$ cat config.mk
export PLATFORM = sky130hd
export DESIGN_NAME = duty_ramp
export DESIGN_NICKNAME = d
export VERILOG_FILES = /design/src/rtl/duty_ramp.sv
export SDC_FILE = /design/constraint.sdc
export NUM_CORES = 1
export LEC_CHECK = 0
export CORE_MARGIN = 4
export CORE_UTILIZATION = 59
export DETAILED_ROUTE_END_ITERATION = 8
export PLACE_DENSITY = 0.91
export RECOVER_POWER = 25
export SLEW_MARGIN = 20
export SYNTH_ARGS = -nofsm -noshare
export SYNTH_HDL_FRONTEND = slang
export SYNTH_SLANG_ARGS = --single-unit
$ cat constraint.sdc
create_clock -name clk -period 12.9 [get_ports clk]
set_input_delay 2.58 -clock clk [delete_from_list [all_inputs] [get_ports clk]]
set_output_delay 2.58 -clock clk [all_outputs]
set_load 0.01 [all_outputs]
$ cat src/rtl/duty_ramp.sv
// Slew-limited fan duty controller.
// A kick-start applies full duty for a fixed number of ticks so that the fan
// overcomes static friction. After that, duty_out walks toward duty_target by
// at most STEP per tick, and holds once it gets there.
// All outputs are registered, so every response appears one clock after its cause.

module duty_ramp #(
    parameter int TICK_DIV   = 100_000,
    parameter int STEP       = 5,
    parameter int KICK_TICKS = 200,
    parameter int KICK_MIN   = 40
) (
    input  logic       clk,
    input  logic       reset_p,
    input  logic       enable,
    input  logic [7:0] duty_target,
    output logic [7:0] duty_out,
    output logic       busy,
    output logic       kick_active
);

    localparam int PW = (TICK_DIV > 1) ? $clog2(TICK_DIV) : 1;
    localparam int KW = (KICK_TICKS > 1) ? $clog2(KICK_TICKS) : 1;

    localparam logic [PW-1:0] PRESC_LAST = PW'(TICK_DIV - 1);
    localparam logic [KW-1:0] KICK_LAST  = KW'(KICK_TICKS - 1);
    localparam logic [7:0]    KICK_MIN8  = 8'(KICK_MIN);
    localparam logic [8:0]    STEP9      = 9'(STEP);

    typedef enum logic [1:0] {
        S_OFF  = 2'd0,
        S_KICK = 2'd1,
        S_RAMP = 2'd2,
        S_HOLD = 2'd3
    } state_t;

    state_t          state_r;
    logic [PW-1:0]   presc_r;
    logic [KW-1:0]   kick_cnt_r;
    logic            tick_s;
    logic [8:0]      duty9_s;
    logic [8:0]      targ9_s;
    logic [8:0]      diff9_s;
    logic [8:0]      step9_s;
    logic [7:0]      ramp_next_s;

    assign tick_s = (presc_r == PRESC_LAST);

    // Next ramp value: step toward the target by at most STEP, using 9-bit math so it cannot wrap.
    always_comb begin
        duty9_s     = {1'b0, duty_out};
        targ9_s     = {1'b0, duty_target};
        diff9_s     = 9'd0;
        step9_s     = 9'd0;
        ramp_next_s = duty_out;
        if (targ9_s > duty9_s) begin
            diff9_s     = targ9_s - duty9_s;
            step9_s     = (diff9_s < STEP9) ? diff9_s : STEP9;
            ramp_next_s = 8'(duty9_s + step9_s);
        end else if (targ9_s < duty9_s) begin
            diff9_s     = duty9_s - targ9_s;
            step9_s     = (diff9_s < STEP9) ? diff9_s : STEP9;
            ramp_next_s = 8'(duty9_s - step9_s);
        end else begin
            ramp_next_s = duty_out;
        end
    end

    // State machine, tick prescaler, kick counter and registered outputs.
    always_ff @(posedge clk) begin
        if (reset_p || !enable) begin
            state_r     <= S_OFF;
            presc_r     <= {PW{1'b0}};
            kick_cnt_r  <= {KW{1'b0}};
            duty_out    <= 8'd0;
            busy        <= 1'b0;
            kick_active <= 1'b0;
        end else begin
            case (state_r)
                S_OFF: begin
                    presc_r    <= {PW{1'b0}};
                    kick_cnt_r <= {KW{1'b0}};
                    if (duty_target >= KICK_MIN8) begin
                        state_r     <= S_KICK;
                        duty_out    <= 8'd255;
                        busy        <= 1'b1;
                        kick_active <= 1'b1;
                    end else if (duty_target != 8'd0) begin
                        state_r     <= S_RAMP;
                        duty_out    <= 8'd0;
                        busy        <= 1'b1;
                        kick_active <= 1'b0;
                    end else begin
                        state_r     <= S_OFF;
                        duty_out    <= 8'd0;
                        busy        <= 1'b0;
                        kick_active <= 1'b0;
                    end
                end
                S_KICK: begin
                    // A zero target cuts the kick short. Other retargets wait for the kick to finish.
                    if (duty_target == 8'd0 || (tick_s && kick_cnt_r == KICK_LAST)) begin
                        state_r     <= S_RAMP;
                        presc_r     <= {PW{1'b0}};
                        kick_cnt_r  <= {KW{1'b0}};
                        kick_active <= 1'b0;
                    end else if (tick_s) begin
                        presc_r    <= {PW{1'b0}};
                        kick_cnt_r <= kick_cnt_r + KW'(1);
                    end else begin
                        presc_r <= presc_r + PW'(1);
                    end
                end
                S_RAMP: begin
                    if (duty_out == duty_target) begin
                        state_r <= (duty_target != 8'd0) ? S_HOLD : S_OFF;
                        presc_r <= {PW{1'b0}};
                        busy    <= 1'b0;
                    end else if (tick_s) begin
                        presc_r  <= {PW{1'b0}};
                        duty_out <= ramp_next_s;
                    end else begin
                        presc_r <= presc_r + PW'(1);
                    end
                end
                S_HOLD: begin
                    // In hold, duty_out equals the old target, so any difference means the target moved.
                    presc_r <= {PW{1'b0}};
                    if (duty_target != duty_out) begin
                        state_r <= S_RAMP;
                        busy    <= 1'b1;
                    end else begin
                        state_r <= S_HOLD;
                    end
                end
                default: begin
                    state_r     <= S_OFF;
                    presc_r     <= {PW{1'b0}};
                    kick_cnt_r  <= {KW{1'b0}};
                    duty_out    <= 8'd0;
                    busy        <= 1'b0;
                    kick_active <= 1'b0;
                end
            endcase
        end
    end

endmodule

==> summary.md, run 1 <==
| Metric | Value |
|---|---|
| Syn nets | `roughly 420` |
| CP startpoint kind | `input port` |
| Diode count | `0` |
| Top_reg_cell synth | `dfxtp_1` |
| Hold endpoint | `presc_r[0]` |
| Multiplexer share of the synthesized area | `0.003426` |
| DR vias/cell | `6.078` |
| Period utilization | `0.5394` |
| Synth Area in XOR/XNOR | `0.08394` |
| Critical Path Source | `duty_target[0]` |
| Sequential area share after synthesis | `0.2535` |
| Final net count | `approximately 440` |
| Critical path arrival | `between 7 and 8 ns` |
| Number of synthesized register bits | `37` |
| Max cap viols | `0` |
| Peak supply drop | `0.00007609 V` |
| Root Buffer | `clkbuf_8` |
| Worst hold path stage count | `1` |
| RePlAce Congestion | `0.9857` |
| Fraction of registers with async set/reset | `0` |
| Leak Pwr | `between 1 and 1.5 nW` |
| CTS tree | `done` |
| Req. time, crit path | `approximately 13 ns` |
| EDFF count, synth | `0` |
| Final core occ | `0.6813` |
| Cts hold-fix bufs | `0` |
| Syn. warnings | `0` |
| Routed WL | `6846 um` |
| PostCTS Resize Cnt | `0` |
| CTS clk-pin slew, worst paths | `~0.07 ns` |
| Total power | `about 0.30 mW` |
| Critical path type | `input port to flop` |
| Setup_tns | `0 ns` |
| Vias in the first global route | `about 2700` |
| Vias | `2808` |
| Worst r2r path cells | `20` |
| ANT nets after route | `0` |
| Syn Area/Cell | `7.729 sq um` |
| CTS buffer count | `5` |
| DRC viols | `0` |
| Initial Utilization | `0.6145` |
| Reg2reg start | `duty_out[1]` |
| # H-tree levels | `2` |
| Max Clk Rate | `0.1437 GHz` |
| GRT Overall Usage | `0.2347` |
| Worst R2R End | `duty_out[6]` |
| Global route overflow | `0` |
| Crit-path max FO | `4` |
| Count leader, synth | `nor2_1` |
| Core area | `approximately 0.0048 sq mm` |
| # Post-CTS Setup Buffers | `0` |
| Simple-Gate Fraction of Synth Area | `0.2630` |
| Drt pass-1 iters | `5` |
| Die width | `slightly below 80 um` |
| Die footprint | `0.006142 sq mm` |
| Critical path capture point type | `flop` |
| Hold Crit Class | `flop to flop` |
| RSZ-0062 raised after global routing | `no` |
| Synthesis-to-layout area growth | `10.88%` |
| Iteration-0 DRC count of the detailed router | `slightly above 300` |
| Minimum clock period | `just under 7 ns` |
| Post-Syn Area | `about 0.0029 sq mm` |
| List of most frequent post-synthesis cells | `nor2_1, dfxtp_1, nand2_1` |
| Synth Area in Adders | `0.1362` |
| Largest family of logic cells by synthesized area | `simple AND/OR/NAND/NOR gates` |
| Cells after Synth | `378` |
| Drt wl/cell | `14.82 um` |
| Final clock skew | `0.01202 ns` |
| Antenna violations before repair | `0` |
| Clock tree sinks | `37` |
| R2R setup slack | `8.26 ns` |
| Max-slew violations | `0` |
| Post-synthesis compound-gate area fraction | `0.2021` |
| Die Y | `around 80 um` |
| Later-pin clock latency in the skew report | `between 0.2 and 0.3 ns` |
| Relative slew margins | `0.5830` |
| Min-delay src | `presc_r[0]` |
| Port bufs | `20` |
| Number of setup violations in the final report | `0` |
| Actual slew at the worst max-slew pin | `0.6255 ns` |
| I/O Pins | `21` |
| Final Hold Fails | `0` |
| Status | `finished clean` |
| Largest area contributor in the netlist | `dfxtp_1` |
| First-pass GRT wire length | `12000 um` |
| Largest net degree at the start of global routing | `18` |
| Synth top area share | `0.2535` |
| Site Rows | `25` |
| Cell Pwr Density | `about 91 mW/mm^2` |
| Detail Placement HPWL | `about 5200 um` |
| Layout cells sized above 1 | `0.04557` |
| Largest cells by area after synthesis | `dfxtp_1, ha_1, nor2_1, xnor2_1, a21oi_1` |
| Maximum clock path buffer count | `2` |
| Cell variety after synth | `56` |
-- layer usage --
layer  wire length [um]  global-route usage  vias up
li1                   -                   -     1357
met1               2982              0.3052     1292
met2               3155              0.3998      136
met3                557             0.03784       23
met4                151             0.06993        0
met5                  0                   0        -
-- how the worst max path moves through the flow --
stage	end	slack (ns)	cells past startpoint
finish	duty_out[6]	5.94	23
global route	duty_out[6]	5.69	19
detailed placement	duty_out[6]	5.76	23
global placement	duty_out[6]	5.83	23
floorplan	duty_out[6]	6.72	22
CTS	duty_out[6]	6.03	23
-- report_power, final --
part           leakage, nW  internal, mW  total (mW)  switching [mW]
clock network       0.0450        0.0374      0.0781          0.0406
logic                0.931        0.0406      0.0967          0.0561
registers            0.300         0.117       0.121         0.00394
total                 1.28         0.195       0.296           0.101
-- worst max-delay path: stages --
cell             delay, ns
clkdlybuf4s50_1       0.44
inv_1                 0.10
ha_1                  0.14
inv_1                 0.05
fa_1                  0.42
xnor2_1               0.35
o221a_2               0.26
o311a_1               0.16
o2111a_1              0.25
and2_1                0.16
nand2_1               0.06
ha_1                  0.20
inv_1                 0.10
xnor2_1               0.10
a22o_1                0.19
ha_1                  0.32
nor2b_1               0.16
o21ai_0               0.18
a21oi_1               0.14
o21a_1                0.20
or3_1                 0.31
a31oi_1               0.18
a211oi_1              0.06
-- metrics by stage --
step                worst slack (ns)  hold WS [ns]  instance area, sq um  instances
floorplan                      6.718        0.4295                  2922        378
global placement               5.834        0.4406                  3157        454
detailed placement             5.755        0.4513                  3157        454
CTS                            6.028        0.4669                  3239        462
global route                   5.688        0.4920                  3239        462
finish                         5.942        0.4618                  3239        462
-- cell usage in the layout, fill, tap and decap left out, drive strengths merged, types with 2 or more instances in the layout --
| cell | netlist | layout |
|---|---|---|
| nor2 | 50 | 50 |
| dfxtp | 37 | 37 |
| nand2 | 33 | 33 |
| inv | 32 | 32 |
| ha | 27 | 27 |
| a21oi | 26 | 26 |
| xnor2 | 17 | 17 |
| o21ai | 17 | 17 |
| nand3 | 15 | 15 |
| xor2 | 11 | 11 |
| dlygate4sd3 | 0 | 11 |
| clkdlybuf4s50 | 0 | 9 |
| nor3 | 8 | 8 |
| nand4 | 7 | 7 |
| nor2b | 7 | 7 |
| o211ai | 6 | 6 |
| and2 | 6 | 6 |
| clkbuf | 5 | 6 |
| nand2b | 5 | 5 |
| a211oi | 5 | 5 |
| o21a | 4 | 4 |
| o22ai | 4 | 4 |
| nor4 | 4 | 4 |
| a21o | 3 | 3 |
| a22oi | 3 | 3 |
| a22o | 3 | 3 |
| or3 | 3 | 3 |
| o311a | 3 | 3 |
| and3 | 3 | 3 |
| fa | 3 | 3 |
| and4 | 3 | 3 |
| o2111ai | 2 | 2 |
| a31oi | 2 | 2 |
| clkinv | 0 | 2 |
| a311oi | 2 | 2 |
-- logic make-up after synthesis --
logic type               count (synthesis)
buffers and inverters                   43
multiplexers                             1
XOR/XNOR                                28
adder cells (fa/ha/maj)                 30
AND/OR/NAND/NOR                        151
flip-flops                              37
AO/OA/AOI/OAI                           88
-- flip-flops by register name, summed over array words and instances (netlist names) --
name,cells
state_r,2
kick_cnt_r,8
duty_out,8
busy,1
kick_active,1
presc_r,17
-- final cells by class --
cell class,count,area [sq um]
sequential,37,740.7
clock inverter,2,10.01
timing repair buffer,20,200.2
multi-input combinational,298,2012
fill,400,1515
clock buffer,6,72.57
inverter,32,120.1
tap,67,83.83
No activity file was read; power rests on OpenSTA's default activity.
==> run 2: changes to the inputs <==
CORE_UTILIZATION = 54   (was 59)
PLACE_DENSITY = 0.88   (was 0.91)
clock period = 5.8 ns   (was 12.9 ns; I/O delays follow)
==> run 2 against run 1 <==
Effect of this change: total power is 140% higher; combinational power is 120% higher; via count is 2.7% lower; sequential power is 120% higher; largest power group unchanged; final area is 1.0% higher; sequential share of layout area is 0.23 points lower; clock power grew to 2.8 times the previous value.
==> summary.md, run 2 (same netlist as run 1, synthesis figures left out) <==
| Metric | Value |
|---|---|
| Initial Utilization | `0.5648` |
| Crit-path max FO | `4` |
| Setup_tns | `0 ns` |
| Final clock skew | `roughly 0.0017 ns` |
| RePlAce Congestion | `approximately 0.92` |
| Cts hold-fix bufs | `0` |
| # Post-CTS Setup Buffers | `0` |
| Critical path capture point type | `flop` |
| Site Rows | `26` |
| Clock tree sinks | `37` |
| Maximum clock path buffer count | `2` |
| Relative slew margins | `0.6079` |
| Max cap viols | `0` |
| Most frequent cells in the layout | `nor2_1, dfxtp_1, nand2_1` |
| First-pass GRT wire length | `approximately 12000 um` |
| Fin area | `between 0.003 and 0.004 sq mm` |
| Critical path arrival | `5.54 ns` |
| Multi-input combinational cell area | `0.002012 sq mm` |
| Number of setup violations in the final report | `0` |
| Top reg by flops | `presc_r` |
| Max Clk Rate | `0.1857 GHz` |
| CTS buffer count | `5` |
| CTS tree | `done` |
| FF/Latch Area | `740.7 sq um` |
| Routed WL | `a little under 7000 um` |
| Vias | `around 2700` |
| Root Buffer | `clkbuf_8` |
| Diode count | `0` |
| Port bufs | `20` |
| Layout cells sized above 1 | `0.04557` |
| Later-pin clock latency in the skew report | `just under 0.3 ns` |
| Drt pass-1 iters | `5` |
| Regs by FF count | `presc_r: 17 flops, duty_out: 8 flops, kick_cnt_r: 8 flops` |
| Period utilization | `0.9287` |
| GRT Overall Usage | `0.2248` |
| Final Hold Fails | `0` |
| R2R setup slack | `between 1 and 1.5 ns` |
| Die footprint | `roughly 0.0067 sq mm` |
| Max FFs per register | `17` |
| Core area | `0.005172 sq mm` |
| Minimum clock period | `approximately 5.4 ns` |
| I/O Pins | `21` |
| Die Y | `81.56 um` |
| PostCTS Resize Cnt | `0` |
| Largest net degree at the start of global routing | `18` |
| Hold Crit Class | `flop to flop` |
| DP Area | `between 0.003 and 0.004 sq mm` |
| RSZ-0062 raised after global routing | `no` |
| Die width | `between 80 and 90 um` |
| Post-route non-filler standard cell count | `~470` |
| ANT nets after route | `0` |
| Iteration-0 DRC count of the detailed router | `268` |
| Number of fill cells | `432` |
| Final net count | `435` |
| Status | `finished clean` |
| Leak Pwr | `roughly 1.3 nW` |
| CTS clk-pin slew, worst paths | `around 0.070 ns` |
| Critical path type | `input port to flop` |
| Vias in the first global route | `between 2000 and 3000` |
| Peak supply drop | `approximately 0.00015 V` |
| CP startpoint kind | `input port` |
| DR vias/cell | `around 5.9` |
| Req. time, crit path | `about 6 ns` |
| DRC viols | `0` |
| Cell Pwr Density | `roughly 220 mW/mm^2` |
| Hold_ws | `around 0.47 ns` |
| Commonest non-fill, non-tap cell in the layout | `nor2_1` |
| Antenna violations before repair | `0` |
| Global route overflow | `0` |
| Max-slew violations | `0` |
| Synthesis-to-layout area growth | `11.99%` |
| Detail Placement HPWL | `5300 um` |
| Post-Place Cells | `approximately 460` |
| # H-tree levels | `2` |
| Drt wl/cell | `approximately 15 um` |
| Actual slew at the worst max-slew pin | `0.5882 ns` |
==> run 2: per-stage QoR <==
stage	setup WS, ns	power [mW]	util
floorplan	1.038	0.4286	-
global placement	0.2817	0.4787	0.6110
detailed placement	0.2165	0.4842	0.6110
CTS	0.4942	0.7038	0.6326
global route	0.07568	0.7403	0.6326
finish	0.4138	0.7043	0.6326
==> run 2: critical path, cell delays in order <==
cell and delay, ns:
clkdlybuf4s50_1 0.45, inv_1 0.10, ha_1 0.14, inv_1 0.05, fa_1 0.42, xnor2_1 0.28, o221a_2 0.24, o311a_1 0.16
o2111a_1 0.23, and2_1 0.17, nand2_1 0.06, ha_1 0.19, inv_1 0.08, xnor2_1 0.08, a22o_1 0.18, ha_1 0.32
nor2b_1 0.16, o21ai_0 0.21, a21oi_1 0.13, o21a_1 0.18, or3_1 0.31, a31oi_1 0.17, a211oi_1 0.06
==> run 2: layout make-up <==
class,count,area share
Multi-Input combinational cell,298,0.6149
Tap cell,70,0.02677
Timing Repair Buffer,20,0.06119
Sequential cell,37,0.2264
Inverter,32,0.03671
Clock inverter,2,0.01185
Clock buffer,6,0.02218
==> run 2: power breakdown <==
group | switching (mW) | internal (mW) | leakage (nW) | total (mW)
Combinational | 0.122 | 0.0903 | 0.931 | 0.212
Sequential | 0.00959 | 0.260 | 0.300 | 0.270
Clock | 0.0931 | 0.129 | 0.0554 | 0.222
==> run 2: worst paths after layout <==
check,start,endpoint,cells after the start
worst max-delay path,duty_target[0],duty_out[6],23
worst max register to register,duty_out[1],duty_out[6],20
worst min-delay path,presc_r[0],presc_r[0],1
worst min register to register,presc_r[0],presc_r[0],1
==> run 2: per-layer routing <==
metal  GRT usage  wire (um)
met5           0          0
met1      0.2789       2985
met4     0.08784         99
met2      0.3803       3362
met3     0.04605        470
